`src/rtl/matmul_pkg.sv`:
```
// Shared types and defaults for the matmul tile scheduler and its helpers.
package matmul_pkg;

    localparam int unsigned DefaultTw      = 8;
    localparam int unsigned DefaultTimeout = 64;
    // Widest coordinate carried in tile_coord_t; instances use TW <= CoordW.
    localparam int unsigned CoordW         = 16;

    typedef enum logic [2:0] {
        StIdle,
        StIssue,
        StRelease,
        StOut,
        StDrain
    } sched_state_t;

    typedef struct packed {
        logic [CoordW-1:0] row;
        logic [CoordW-1:0] col;
    } tile_coord_t;

endpackage

```
`src/rtl/matmul_tile_walker.sv`:
```
// Row-major tile coordinate walker: load bounds, advance with column wrap, flag the final tile.
module tile_walker
    import matmul_pkg::*;
#(
    parameter int unsigned TW = DefaultTw
) (
    input  logic          clk,
    input  logic          rst_n,
    input  logic          load,
    input  logic          advance,
    input  logic [TW-1:0] m_tiles,
    input  logic [TW-1:0] n_tiles,
    output tile_coord_t   coord,
    output logic          last
);

    localparam logic [TW-1:0] One = {{(TW-1){1'b0}}, 1'b1};

    logic [TW-1:0] row_q, row_d;
    logic [TW-1:0] col_q, col_d;
    logic [TW-1:0] m_q, m_d;
    logic [TW-1:0] n_q, n_d;
    logic          col_end;

    assign col_end = (col_q == n_q - One);

    always_comb begin
        row_d = row_q;
        col_d = col_q;
        m_d   = m_q;
        n_d   = n_q;
        if (load) begin
            row_d = '0;
            col_d = '0;
            m_d   = m_tiles;
            n_d   = n_tiles;
        end else if (advance) begin
            if (col_end) begin
                col_d = '0;
                row_d = row_q + One;
            end else begin
                col_d = col_q + One;
            end
        end
    end

    always_ff @(posedge clk or negedge rst_n) begin
        if (!rst_n) begin
            row_q <= '0;
            col_q <= '0;
            m_q   <= '0;
            n_q   <= '0;
        end else begin
            row_q <= row_d;
            col_q <= col_d;
            m_q   <= m_d;
            n_q   <= n_d;
        end
    end

    assign last      = (row_q == m_q - One) && col_end;
    assign coord.row = CoordW'(row_q);
    assign coord.col = CoordW'(col_q);

endmodule

```
`src/rtl/matmul_tile_scheduler.sv`:
```
// Walks the output tiles of a job, runs the shared engine once per tile and emits one
// coordinate-tagged result token per tile, with per-tile timeout and abort handling.
module matmul_tile_scheduler
    import matmul_pkg::*;
#(
    parameter int unsigned TW      = DefaultTw,
    parameter int unsigned TIMEOUT = DefaultTimeout
) (
    input  logic          clk,
    input  logic          rst_n,
    input  logic          job_valid,
    output logic          job_ready,
    input  logic [TW-1:0] job_m_tiles,
    input  logic [TW-1:0] job_n_tiles,
    input  logic          abort,
    output logic          eng_start,
    input  logic          eng_done,
    output logic [TW-1:0] tile_row,
    output logic [TW-1:0] tile_col,
    output logic          res_valid,
    input  logic          res_ready,
    output logic [TW-1:0] res_row,
    output logic [TW-1:0] res_col,
    output logic          res_last,
    output logic          job_done,
    output logic          busy,
    output logic          err_timeout
);

    localparam int unsigned     CntW   = $clog2(TIMEOUT);
    localparam logic [CntW-1:0] CntMax = CntW'(TIMEOUT - 1);
    localparam logic [CntW-1:0] CntOne = CntW'(1);

    sched_state_t    state_q, state_d;
    logic [CntW-1:0] cnt_q, cnt_d;
    logic            err_q, err_d;
    logic            done_q, done_d;
    logic            walk_load, walk_adv;
    tile_coord_t     coord;
    logic            walk_last;

    tile_walker #(
        .TW (TW)
    ) u_walker (
        .clk     (clk),
        .rst_n   (rst_n),
        .load    (walk_load),
        .advance (walk_adv),
        .m_tiles (job_m_tiles),
        .n_tiles (job_n_tiles),
        .coord   (coord),
        .last    (walk_last)
    );

    // abort is evaluated ahead of every other transition in each state.
    always_comb begin
        state_d   = state_q;
        cnt_d     = cnt_q;
        err_d     = err_q;
        done_d    = 1'b0;
        walk_load = 1'b0;
        walk_adv  = 1'b0;
        unique case (state_q)
            StIdle: begin
                if (job_valid && !abort) begin
                    walk_load = 1'b1;
                    err_d     = 1'b0;
                    if (job_m_tiles == '0 || job_n_tiles == '0) begin
                        done_d = 1'b1;
                    end else begin
                        cnt_d   = '0;
                        state_d = StIssue;
                    end
                end
            end
            StIssue: begin
                if (abort) begin
                    state_d = StDrain;
                end else if (eng_done) begin
                    state_d = StRelease;
                end else if (cnt_q == CntMax) begin
                    err_d   = 1'b1;
                    state_d = StDrain;
                end else begin
                    cnt_d = cnt_q + CntOne;
                end
            end
            StRelease: begin
                if (abort) begin
                    state_d = StDrain;
                end else if (!eng_done) begin
                    state_d = StOut;
                end
            end
            StOut: begin
                if (abort) begin
                    state_d = StIdle;
                end else if (res_ready) begin
                    if (walk_last) begin
                        done_d  = 1'b1;
                        state_d = StIdle;
                    end else begin
                        walk_adv = 1'b1;
                        cnt_d    = '0;
                        state_d  = StIssue;
                    end
                end
            end
            StDrain: begin
                if (!eng_done) begin
                    state_d = StIdle;
                end
            end
            default: state_d = StIdle;
        endcase
    end

    always_ff @(posedge clk or negedge rst_n) begin
        if (!rst_n) begin
            state_q <= StIdle;
            cnt_q   <= '0;
            err_q   <= 1'b0;
            done_q  <= 1'b0;
        end else begin
            state_q <= state_d;
            cnt_q   <= cnt_d;
            err_q   <= err_d;
            done_q  <= done_d;
        end
    end

    assign job_ready   = (state_q == StIdle);
    assign busy        = (state_q != StIdle);
    assign eng_start   = (state_q == StIssue);
    assign res_valid   = (state_q == StOut);
    assign tile_row    = coord.row[TW-1:0];
    assign tile_col    = coord.col[TW-1:0];
    assign res_row     = coord.row[TW-1:0];
    assign res_col     = coord.col[TW-1:0];
    assign res_last    = res_valid && walk_last;
    assign job_done    = done_q;
    assign err_timeout = err_q;

    a_start_only_issue: assert property (@(posedge clk) disable iff (!rst_n)
        eng_start |-> state_q == StIssue);
    a_start_rise_done_low: assert property (@(posedge clk) disable iff (!rst_n)
        $rose(eng_start) |-> !eng_done);
    a_res_stable: assert property (@(posedge clk) disable iff (!rst_n)
        res_valid && !res_ready && !abort |=> res_valid && $stable({res_row, res_col, res_last}));
    a_ready_not_busy: assert property (@(posedge clk) disable iff (!rst_n)
        job_ready |-> !busy);

endmodule

```
`config.mk`:
```
export PLATFORM = sky130hd
export DESIGN_NAME = matmul_tile_scheduler
export DESIGN_NICKNAME = d
export VERILOG_FILES = /design/src/rtl/matmul_pkg.sv /design/src/rtl/matmul_tile_walker.sv /design/src/rtl/matmul_tile_scheduler.sv
export SDC_FILE = /design/constraint.sdc
export NUM_CORES = 1
export LEC_CHECK = 0
export BUFFER_PORTS_ARGS = -buffer_cell sky130_fd_sc_hd__buf_2
export CAP_MARGIN = 40
export CELL_PAD_IN_SITES_DETAIL_PLACEMENT = 1
export CELL_PAD_IN_SITES_GLOBAL_PLACEMENT = 1
export CORE_MARGIN = 2
export CORE_UTILIZATION = 44
export CTS_CLUSTER_SIZE = 24
export DETAILED_ROUTE_END_ITERATION = 8
export PLACE_DENSITY_LB_ADDON = 0.15
export SYNTH_ARGS = -nofsm -noshare
export SYNTH_HDL_FRONTEND = slang
export SYNTH_SLANG_ARGS = --single-unit
```
`constraint.sdc`:
```
create_clock -name clk -period 4.2 [get_ports clk]
set_input_delay 0.63 -clock clk [delete_from_list [all_inputs] [get_ports clk]]
set_output_delay 0.63 -clock clk [all_outputs]
set_load 0.005 [all_outputs]
```
Yosys cells after proc, flatten, opt, wreduce, memory -nomap -nowiden
Cells that the tools add are included.

cells by class
  shifts and indexed selects = 0
  magnitude comparators = 0
  div/mod/pow operators = 0
  bitwise gates (word level) = 0
  equal/unequal tests = 20
  reduce and logical (&&, ||, !) cells = 17
  multiplexer cells = 44
  add/sub/neg operators = 5
  $mul = 0

operators with widths
  cell                 count
  $mux 6               8
  $mux 8               6
  $mux 3               10
  $pmux 6 s3           1
  $add 8x1->8 const B  2
  $eq 8x8->1           2
  $logic_not 8->1      2
  $mux 1               16
  $sub 8x1->8 const B  2
  $pmux 3 s5           1
  $ne 2x2->1 const B   7
  $reduce_and 9->1     1
  $add 6x1->6 const B  1
  $eq 3x2->1 const B   2
  $eq 6x6->1 const B   1
  $ne 2x1->1 const B   3
  $reduce_and 6->1     1
  $reduce_bool 2->1    3
  $reduce_bool 3->1    2
  $reduce_and 5->1     1
  $ne 4x2->1 const B   1
  $pmux 1 s2           2
  $eq 3x1->1 const B   1
  $eq 3x3->1 const B   1
  other kinds (7)      9

storage, ports and cells
  output and inout bits = 39
  memory bits (read-only) = 0
  register bits after elaboration = 43
  memories kept = 0
  bits in writable memories = 0
  bits in latches = 0

Logic depth before layout (Yosys ltp)
Gate-level depths: netlist of run 1.

  depth in word-level cells = 9
  mapped depth = 10
  depth with buffers taken out = 8

Cells and area by module
Synthesis of run 1 repeated with hierarchy kept, for this count alone.

second synthesis, totals
  cell total of the unflattened synthesis = 335
  area total of the unflattened synthesis = 2990.4 µm²

modules (own cells, without submodules)
  module                 instances  area an instance (µm²)  cells an instance
  tile_walker            1          2133.3                  231
  matmul_tile_scheduler  1          857.1                   104

Worst setup path before layout of run 1
Ideal clock, no wire load.

  path kind = reg2out
  from = register u_walker.m_q[2]
  to = output port res_last
  arrival = 2305 ps
  stages on the path, launching flop included = 9
  slack = 1265 ps
  data required time = 3570 ps
  cell sequence = dfrtp_1 > or3_1 > or4_4 > a2111oi_4 > and4_1 > buf_6 > buf_12 > nand2_1 > nor2_1

on the way
  cells in the longest elaborated chain, start to end = 4

RTL lines
  what                    RTL line                      source
  start, declared         matmul_tile_walker.sv:21      logic [TW-1:0] m_q, m_d;
  start signal, assigned  matmul_tile_walker.sv:56      m_q <= m_d;
  $sub 8x1->8             matmul_tile_walker.sv:61      assign last = (row_q == m_q - One) && col_end;
  $eq 8x8->1              matmul_tile_walker.sv:61
  $logic_and 1x1->1       matmul_tile_walker.sv:61
  $logic_and 1x1->1       matmul_tile_scheduler.sv:140  assign res_last = res_valid && walk_last;
  end, declared           matmul_tile_scheduler.sv:24   output logic res_last,

Every way passes these cells.

Worst setup path in the final report of run 1
Same ends and word-level chain as after synthesis.

==> results.json, run 1 <==
{
  "status": "complete, no violations",
  "max-cap-violations": 0,
  "tightestPinTransition_ns": 0.563,
  "grt_pass1_wl_mm": 13.5,
  "synth_commonest_cells": "nand2_1 (61), dfrtp_1 (43), nand3_1 (17)",
  "cp_cell_sequence": "or3_1 -> or4_4 -> a2111oi_4 -> and4_1 -> buf_4 -> nand2_1 -> nor2_1 -> buf_2",
  "fin_util_pct": 51.2,
  "yosysMostFrequentCell": "nand2_1",
  "hp-class": "input pin to asynchronous set/reset pin",
  "fill_cells": 808,
  "clk_latency_ns": 0.30,
  "die_w_um": 86.2,
  "die_y_um": 86.2,
  "wl_per_cell_um": 16.9,
  "dpl_worst_slack_ns": 1.06,
  "globalplace.congestion": 0.776,
  "cts_setup_buffers": 0,
  "path_max_fanout": 16,
  "yosys.area.top_type": "dfrtp_1",
  "grt-ovfl-total": 0,
  "placed_cell_area_um2": 3220,
  "ys_seq_area_share_pct": 36.2,
  "p_leak_nw": 1.54,
  "cts_buffers": 5,
  "cts-root-buf": "clkbuf_8",
  "yosysTopAreaCellShare_pct": 36.2,
  "grt_use_total_pct": 22.7,
  "peakVddDrop_v": 0.000230,
  "rsz0062_at_grt": "no",
  "final.setup.worst_slack_ns": 0.727,
  "ctsLongestPathBuffers": 2,
  "cts.sinks": 43,
  "path_delay_family": "simple AND/OR/NAND/NOR gates",
  "area_growth_pct": 11.2,
  "critPathLaunch": "u_walker.m_q[2]",
  "synth_area_leaders": "dfrtp_1 (36%), nand2_1 (7.7%), xnor2_1 (4.4%)",
  "diodes": 0,
  "end_kind": "primary output",
  "cts_resized": 0,
  "dr.pass1.iters": 4,
  "timing_hold_violations_final": 0,
  "io_pins": 61,
  "cp_slowest_stage_delay_ns": 0.51,
  "ys.flop_type": "dfrtp_1",
  "critPathRequiredTime_ns": 3.57,
  "cp_slowest_cell": "or4_4",
  "die_area_um2": 7440,
  "netlist_instances": 347,
  "first_global_vias": 2755,
  "hpwl_mm": 5.68,
  "clkTransAtPathRegs_ns": 0.09,
  "synth_seq_cells": 43,
  "avgViaCountPerCell": 5.91,
  "wl_mm": 7.82,
  "ys.warnings.count": 0,
  "setup_violations": 0,
  "postRouteAntennaNets": 0,
  "vias": 2738,
  "async_reset_ff_share_pct": 100,
  "finish.instance_area_um2": 3310,
  "critPathBufInv": 2,
  "period_needed_ns": 3.47,
  "place_inst": 456,
  "core_um2": 6460,
  "drv_slew": 0,
  "relSlewSlack_pct": 62.5,
  "r2r_cells": 8,
  "final_nets": 413,
  "drc": 0,
  "start_util_pct": 46.1,
  "synth-edff-count": 0,
  "antenna_found_initial": 0,
  "fin_crit_sh_pct": 82.7,
  "tns_ns": 0,
  "ctsHoldBuffers": 0,
  "powerDensity_nw_per_um2": 547,
  "path_class": "register to primary output",
  "yosysUniqueCellTypes": 57,
  "drive_above_1_share_pct": 22.3,
  "cts_tree": "done",
  "fin_skew_ns": 0.00803,
  "regToRegStartpoint": "u_walker.n_q[0]",
  "io_buffers": 60,
  "avgSynthCellArea_um2": 8.57,
  "fmax_mhz": 288,
  "final-instance-count-excl-fill": 463,
  "path_depth": 8,
  "grt_max_degree": 32,
  "std_cell_rows": 29,
  "worstPathArrival_ns": 2.84,
  "netlist_area_um2": 2980,
  "drt-initial-drc-count": 116,
  "cp-start-kind": "register",
  "htree_levels": 2,
  "syn-num-nets": 374
}
-- final cells by class --
class                           count  area [um^2]  share of cell area [%]
Clock buffer                        6         82.6                    2.50
Clock inverter                      1         5.00                   0.151
Inverter                           15         56.3                    1.70
Multi-Input combinational cell    255         1630                    49.4
Sequential cell                    43         1080                    32.5
Tap cell                           77         96.3                    2.91
Timing Repair Buffer               66          358                    10.8
-- metrics by stage --
stage,hold slack [ns],power [mW]
floorplan,0.334,1.32
global placement,0.465,1.51
detailed placement,0.472,1.54
CTS,0.268,1.83
global route,0.279,1.99
finish,0.261,1.81
-- state kept, by name, summed over array words and instances (netlist names) --
name / count
u_walker.m_q: 8
u_walker.col_q: 8
u_walker.n_q: 8
u_walker.row_q: 8
state_q: 3
cnt_q: 6
err_timeout: 1
job_done: 1
-- layer usage --
metal / GRT usage [%] / routed length, um / up-vias
met3: 3.43 / 245 / 8
met5: 0 / 0 / -
met2: 38.1 / 3780 / 52
li1: - / - / 1299
met1: 31.1 / 3720 / 1379
met4: 5.11 / 76 / 0
-- kinds of logic (layout without fill, tap and decap cells) --
family	after synthesis	after routing	synth area share [%]
AND/OR/NAND/NOR	157	157	27.2
AO/OA/AOI/OAI	61	61	15.1
buffers and inverters	49	88	9.13
flip-flops	43	43	36.2
XOR/XNOR	17	17	5.00
multiplexers	15	15	5.26
adder cells (fa/ha/maj)	5	5	2.10
-- path summary, 6_finish.rpt --
| kind | endpoint | slack [ns] |
|---|---|---|
| worst max-delay path | res_last | 0.73 |
| worst min-delay path | u_walker.col_q[5] | 0.26 |
| worst max register to register | u_walker.row_q[0] | 1.16 |
| worst min register to register | err_timeout | 0.50 |
| max in group asynchronous | u_walker.m_q[7] | 3.43 |
| min in group clk | err_timeout | 0.50 |
-- report_power, final --
group | leakage, nW | internal (mW) | switching (mW)
Sequential | 0.561 | 0.533 | 0.177
Clock | 0.0470 | 0.129 | 0.145
Combinational | 0.933 | 0.371 | 0.456
-- layout by cell type (no fill, tap or decap), drive strengths merged, types with 8 or more instances in the layout --
| cell | count |
|---|---|
| nand2 | 61 |
| xnor2 | 15 |
| o21ai | 14 |
| dfrtp | 43 |
| nand2b | 9 |
| nand3 | 17 |
| inv | 15 |
| nor3 | 8 |
| nor2 | 12 |
| mux2i | 10 |
| nor2b | 8 |
| nor4 | 12 |
| a21oi | 9 |
| buf | 66 |
| nand4 | 8 |
No activity file was read; power rests on OpenSTA's default activity.
==> run 2: changes to the inputs <==
--- a/config.mk
+++ b/config.mk
@@ -10,7 +10,7 @@
 export CELL_PAD_IN_SITES_DETAIL_PLACEMENT = 1
 export CELL_PAD_IN_SITES_GLOBAL_PLACEMENT = 1
 export CORE_MARGIN = 2
-export CORE_UTILIZATION = 44
+export CORE_UTILIZATION = 41
 export CTS_CLUSTER_SIZE = 24
 export DETAILED_ROUTE_END_ITERATION = 8
 export PLACE_DENSITY_LB_ADDON = 0.15
==> constraint.sdc (replaced) <==
create_clock -name clk -period 3.25 [get_ports clk]
set_input_delay 0.4875 -clock clk [delete_from_list [all_inputs] [get_ports clk]]
set_output_delay 0.4875 -clock clk [all_outputs]
set_load 0.005 [all_outputs]
==> run 2 against run 1 <==
  * Non-clock buffer count rose by 4
  * Total power up 33%
  * Core utilization is 3.8 points lower
  * Design area grew 2.2%
  * First-iteration DRC count grew 12%
  * Register-to-register slack worse by 0.80 ns
  * Via count shrank 0.55%
  * Largest cell class unchanged
  * Global-route usage decreased by 1.6 points
  * Clock skew is 0.0022 ns higher
  * Critical path depth down 1
  * Critical endpoint unchanged
==> results.json, run 2 (synthesis results as in run 1) <==
{
  "relSlewSlack_pct": 63.4,
  "cp_cell_sequence": "or3_1 -> or4_4 -> a2111oi_4 -> and4_1 -> nand2_1 -> nor2_1 -> buf_2",
  "globalplace.congestion": 0.876,
  "cp_slowest_cell": "or4_4",
  "drv_slew": 0,
  "dr.pass1.iters": 4,
  "io_pins": 61,
  "path_delay_family": "simple AND/OR/NAND/NOR gates",
  "cp-start-kind": "register",
  "tns_ns": 0,
  "wl_per_cell_um": 16.4,
  "met2_usage_pct": 36.4,
  "rsz0062_at_grt": "no",
  "grt_use_total_pct": 21.0,
  "wl_mm": 8.00,
  "htree_levels": 2,
  "postRouteAntennaNets": 0,
  "start_util_pct": 41.7,
  "diodes": 0,
  "die_area_um2": 7950,
  "worstPathArrival_ns": 2.62,
  "gr-usage-met1_pct": 27.7,
  "cts_buffers": 5,
  "fin_skew_ns": 0.0102,
  "grt_pass1_wl_mm": 13.1,
  "layout_commonest_cell": "nand2_1",
  "drive_above_1_share_pct": 23.1,
  "max-cap-violations": 0,
  "critPathLaunch": "u_walker.m_q[2]",
  "setup_violations": 0,
  "grt-ovfl-total": 0,
  "ctsHoldBuffers": 0,
  "tightestPinTransition_ns": 0.535,
  "std_cell_rows": 31,
  "cts-root-buf": "clkbuf_8",
  "grt_max_degree": 32,
  "regToRegStartpoint": "u_walker.n_q[0]",
  "vias": 2723,
  "clkTransAtPathRegs_ns": 0.08,
  "hp-class": "input pin to asynchronous set/reset pin",
  "p_leak_nw": 1.56,
  "core_um2": 7140,
  "first_global_vias": 2632,
  "cp_slowest_stage_delay_ns": 0.51,
  "fin_crit_sh_pct": 95.7,
  "cts_tree": "done",
  "cts.sinks": 43,
  "io_buffers": 60,
  "die_y_um": 89.2,
  "clk_latency_ns": 0.30,
  "busiest_layer": "met2",
  "final_nets": 417,
  "fmax_mhz": 322,
  "whs_ns": 0.0853,
  "powerDensity_nw_per_um2": 713,
  "drt-initial-drc-count": 130,
  "timing_hold_violations_final": 0,
  "period_needed_ns": 3.11,
  "critPathRequiredTime_ns": 2.76,
  "ctsLongestPathBuffers": 2,
  "cts_setup_buffers": 0,
  "drc": 0,
  "peakVddDrop_v": 0.000378,
  "grt.met3_usage_pct": 3.32,
  "path_class": "register to primary output",
  "end_kind": "primary output",
  "avgViaCountPerCell": 5.57,
  "fin_util_pct": 47.4,
  "area_growth_pct": 13.7,
  "critPathBufInv": 1,
  "status": "complete, no violations",
  "hpwl_mm": 5.91,
  "layout_common_cells": "nand2_1 (61), buf_2 (60), dfrtp_1 (42), nand3_1 (17)",
  "antenna_found_initial": 0,
  "path_max_fanout": 8,
  "die_w_um": 89.2,
  "fill_cells": 884
}
-- run 2: changes by cell type in the layout (fill, tap and decap cells not counted) --
cell | before | now
buf_4 | 5 | 9
bufinv_16 | 0 | 1
clkbuf_1 | 0 | 1
clkbuf_8 | 6 | 5
clkinv_2 | 1 | 0
dfrtp_1 | 43 | 42
dfrtp_2 | 0 | 1
-- run 2: final cells by class --
type / count / area (um^2) / share of cell area, %
multi-input cells: 255 / 1630 / 48.3
repair buffers: 70 / 388 / 11.5
clock inverters: 1 / 30.0 / 0.888
inverters: 15 / 56.3 / 1.66
clock buffers: 6 / 72.6 / 2.15
flip-flops and latches: 43 / 1080 / 31.9
well taps: 99 / 124 / 3.66
-- run 2: path summary, 6_finish.rpt --
path / endpoint / slack [ns] / cells past startpoint
min in group clk: u_walker.n_q[4] / 0.39 / 3
min reg2reg: err_timeout / 0.50 / 2
max reg2reg: u_walker.row_q[0] / 0.36 / 9
min: u_walker.n_q[1] / 0.09 / 1
max in group asynchronous: u_walker.m_q[2] / 2.66 / 2
max: res_last / 0.14 / 7
-- run 2: power by group --
group | total, mW | leakage [nW] | switching (mW) | internal (mW)
combinational | 1.09 | 0.952 | 0.602 | 0.488
sequential | 0.909 | 0.560 | 0.219 | 0.690
clock | 0.415 | 0.0513 | 0.189 | 0.226
total | 2.41 | 1.56 | 1.01 | 1.40
-- run 2: worst register-to-register path, cell delays in order, from the launching register on --
cell and delay [ns]:
dfrtp_1 0.42, inv_1 0.09, ha_1 0.24, nor2b_1 0.15, or3_1 0.36, a31o_1 0.24, or4_1 0.46, buf_4 0.21
or4_1 0.49, a21oi_1 0.15
-- run 2: routing by layer --
metal / share of wire [%] / vias to the layer above
met3: 2.9 / 8
met5: 0 / -
met2: 50 / 50
met1: 46 / 1359
met4: 1.2 / 0
li1: - / 1306
-- run 2: metrics by stage --
stage / power (mW) / instance area [um^2] / setup WS (ns) / cells
final: 2.41 / 3380 / 0.141 / 489
after global routing: 2.62 / 3380 / 0.00178 / 489
after CTS: 2.44 / 3380 / 0.101 / 489
after detailed placement: 2.01 / 3280 / 0.384 / 482
after global placement: 1.97 / 3260 / 0.469 / 481
after floorplan: 1.71 / 2980 / 0.457 / 347
-- run 2: timing repair --
item / 4_1_cts / 5_1_grt
endpoints found under the hold margin: 0 / 0
gates resized for setup: 0 / 1
endpoints found under the setup margin: 0 / 1
==> run 3: changes to the inputs <==
--- a/config.mk
+++ b/config.mk
@@ -5,12 +5,12 @@
 export SDC_FILE = /design/constraint.sdc
 export NUM_CORES = 1
 export LEC_CHECK = 0
+export ABC_AREA = 1
 export BUFFER_PORTS_ARGS = -buffer_cell sky130_fd_sc_hd__buf_2
 export CAP_MARGIN = 40
 export CELL_PAD_IN_SITES_DETAIL_PLACEMENT = 1
 export CELL_PAD_IN_SITES_GLOBAL_PLACEMENT = 1
-export CORE_MARGIN = 2
-export CORE_UTILIZATION = 41
+export CORE_UTILIZATION = 39
 export CTS_CLUSTER_SIZE = 24
 export DETAILED_ROUTE_END_ITERATION = 8
 export PLACE_DENSITY_LB_ADDON = 0.15
==> run 3 against run 2 <==
  * Sequential share of layout area decreased by 2.1 points
  * Combinational power increased by 28%
  * Total power increased by 15%
  * Sequential cell count unchanged
  * Non-clock buffer count decreased by 7
  * Design area increased by 7.0%
  * Register-to-register slack improved by 0.69 ns
==> results.json, run 3 <==
{
  "cts_tree": "done",
  "fin_crit_sh_pct": 84.8,
  "layout_common_cells": "nand2_1 (150), buf_2 (60), inv_1 (54), nor2_1 (52), dfrtp_1 (43)",
  "cp-start-kind": "register",
  "end_kind": "primary output",
  "grt_pass1_wl_mm": 14.6,
  "status": "complete, no violations",
  "path_max_fanout": 8,
  "timing_hold_violations_final": 0,
  "postRouteAntennaNets": 0,
  "synth_area_leaders": "dfrtp_1 (34%), nand2_1 (18%), inv_1 (6.4%)",
  "r2r_cells": 15,
  "core_um2": 7810,
  "grt_max_degree": 39,
  "cp_slowest_stage_delay_ns": 0.41,
  "ys_seq_area_share_pct": 33.7,
  "hpwl_mm": 6.70,
  "antenna_found_initial": 0,
  "grt-ovfl-total": 0,
  "cp_slowest_cell": "dfrtp_1",
  "dr.pass1.iters": 5,
  "io_buffers": 60,
  "whs_ns": 0.0824,
  "vias": 3070,
  "relSlewSlack_pct": 63.3,
  "r2r_slack_ns": 1.05,
  "io_pins": 61,
  "syn-num-nets": 501,
  "tns_ns": 0,
  "netlist_instances": 474,
  "globalplace.congestion": 0.884,
  "cpMostUsedCell": "nand2_1",
  "fmax_mhz": 363,
  "worstReg2RegEnd": "u_walker.col_q[5]",
  "clkTransAtPathRegs_ns": 0.09,
  "tightestPinTransition_ns": 0.546,
  "htree_levels": 2,
  "cts_setup_buffers": 0,
  "async_reset_ff_share_pct": 100,
  "drive_above_1_share_pct": 22.5,
  "yosys.area.top_type": "dfrtp_1",
  "std_cell_rows": 32,
  "cts.sinks": 43,
  "critPathRequiredTime_ns": 2.76,
  "powerDensity_nw_per_um2": 770,
  "wl_per_cell_um": 13.8,
  "worstPathArrival_ns": 2.27,
  "peakVddDrop_v": 0.000301,
  "drc": 0,
  "grt_use_total_pct": 21.5,
  "fill_cells": 1068,
  "cts_buffers": 5,
  "cp_cell_sequence": "inv_2 -> ha_1 -> inv_1 -> nand2_1 -> nand2_1 -> nor2_1 -> nand2_1 -> nor2_2 -> nand3_2 -> nor2_4 -> nand2_4 -> inv_2 -> nand2_2 -> inv_1 -> buf_2",
  "netlist_area_um2": 3190,
  "hp-class": "input pin to asynchronous set/reset pin",
  "max-cap-violations": 0,
  "fin_skew_ns": 0.00536,
  "seq_area_um2": 1080,
  "wl_mm": 8.57,
  "fin_util_pct": 46.3,
  "yosysTopAreaCellShare_pct": 33.7,
  "final_nets": 546,
  "die_w_um": 92.5,
  "drt-initial-drc-count": 104,
  "die_area_um2": 8550,
  "synth_commonest_cells": "nand2_1 (150), inv_1 (54), nor2_1 (53)",
  "path_class": "register to primary output",
  "ys.flop_type": "dfrtp_1",
  "rsz0062_at_grt": "no",
  "yosysUniqueCellTypes": 33,
  "period_needed_ns": 2.76,
  "finalPower_mw": 2.79,
  "first_global_vias": 3107,
  "drv_slew": 0,
  "die_y_um": 92.5,
  "avgViaCountPerCell": 4.94,
  "cts_resized": 0,
  "avgSynthCellArea_um2": 6.73,
  "clk_latency_ns": 0.30,
  "ys.warnings.count": 0,
  "yosysMostFrequentCell": "nand2_1",
  "diodes": 0,
  "ctsHoldBuffers": 0,
  "critPathBufInv": 5,
  "setup_violations": 0,
  "synth_seq_cells": 43,
  "layout_commonest_cell": "nand2_1",
  "p_leak_nw": 1.97,
  "multi_input_area_um2": 1710,
  "regToRegStartpoint": "u_walker.n_q[0]",
  "synth-edff-count": 0,
  "cts-root-buf": "clkbuf_8",
  "area_growth_pct": 13.4,
  "start_util_pct": 40.9,
  "path_delay_family": "simple AND/OR/NAND/NOR gates",
  "ctsLongestPathBuffers": 2
}
[run 3: cell count changes in the layout (fill, tap and decap cells not counted), sizes merged, moves of 7 or more]
cell and change:
buf -7, o21ai +9, mux2i -10, nor4 -12, xnor2 -10, xor2 +9
nand2 +107, nor2b -8, nand3 +27, nand2b -9, nor2 +46, inv +48
[run 3: where the power goes]
group / leakage (nW) / internal (mW) / switching [mW] / total [mW]
combinational: 1.34 / 0.487 / 0.903 / 1.39
sequential: 0.566 / 0.695 / 0.187 / 0.882
clock: 0.0654 / 0.308 / 0.205 / 0.513
total: 1.97 / 1.49 / 1.30 / 2.79
[run 3: logic make-up after synthesis]
family	after synthesis	share of synthesized area [%]
DFF	43	33.7
and+or+nand+nor	289	41.2
xor gates and xnor gates	16	4.39
buffers and inverters	88	12.8
adders and majority gates	5	1.96
AOI/OAI and AO/OA	33	5.96
[run 3: metrics by stage]
| stage | cell area (um^2) | setup slack, ns | instances |
|---|---|---|---|
| 3_5_place_dp | 3490 | 0.839 | 614 |
| 5_1_grt | 3620 | 0.288 | 622 |
| 6_report | 3620 | 0.493 | 622 |
| 3_3_place_gp | 3470 | 0.915 | 613 |
| 4_1_cts | 3620 | 0.481 | 622 |
| 2_1_floorplan | 3190 | 1.12 | 474 |
[run 3: metal layers]
metal,vias to the layer above,GRT usage [%],wire [um]
li1,1550,-,-
met1,1444,28.7,4240
met2,67,37.2,4020
met3,9,2.79,249
met4,0,4.04,66
met5,-,0,0
[run 3: final cells by class]
type	count	share of cell area, %
Timing Repair Buffer	63	9.27
Sequential cell	43	29.7
Inverter	63	6.54
Multi-Input combinational cell	343	47.3
Clock inverter	2	1.66
Tap cell	102	3.53
Clock buffer	6	2.01
[run 3: worst max path at each step]
| stage | from | end | slack (ns) | cells past startpoint |
|---|---|---|---|---|
| after floorplan | u_walker.n_q[0] | res_last | 1.12 | 14 |
| after global placement | u_walker.n_q[0] | res_last | 0.92 | 15 |
| after detailed placement | u_walker.n_q[0] | res_last | 0.84 | 15 |
| after CTS | u_walker.n_q[0] | res_last | 0.48 | 15 |
| after global routing | u_walker.n_q[0] | res_last | 0.29 | 14 |
| final | u_walker.n_q[0] | res_last | 0.49 | 15 |
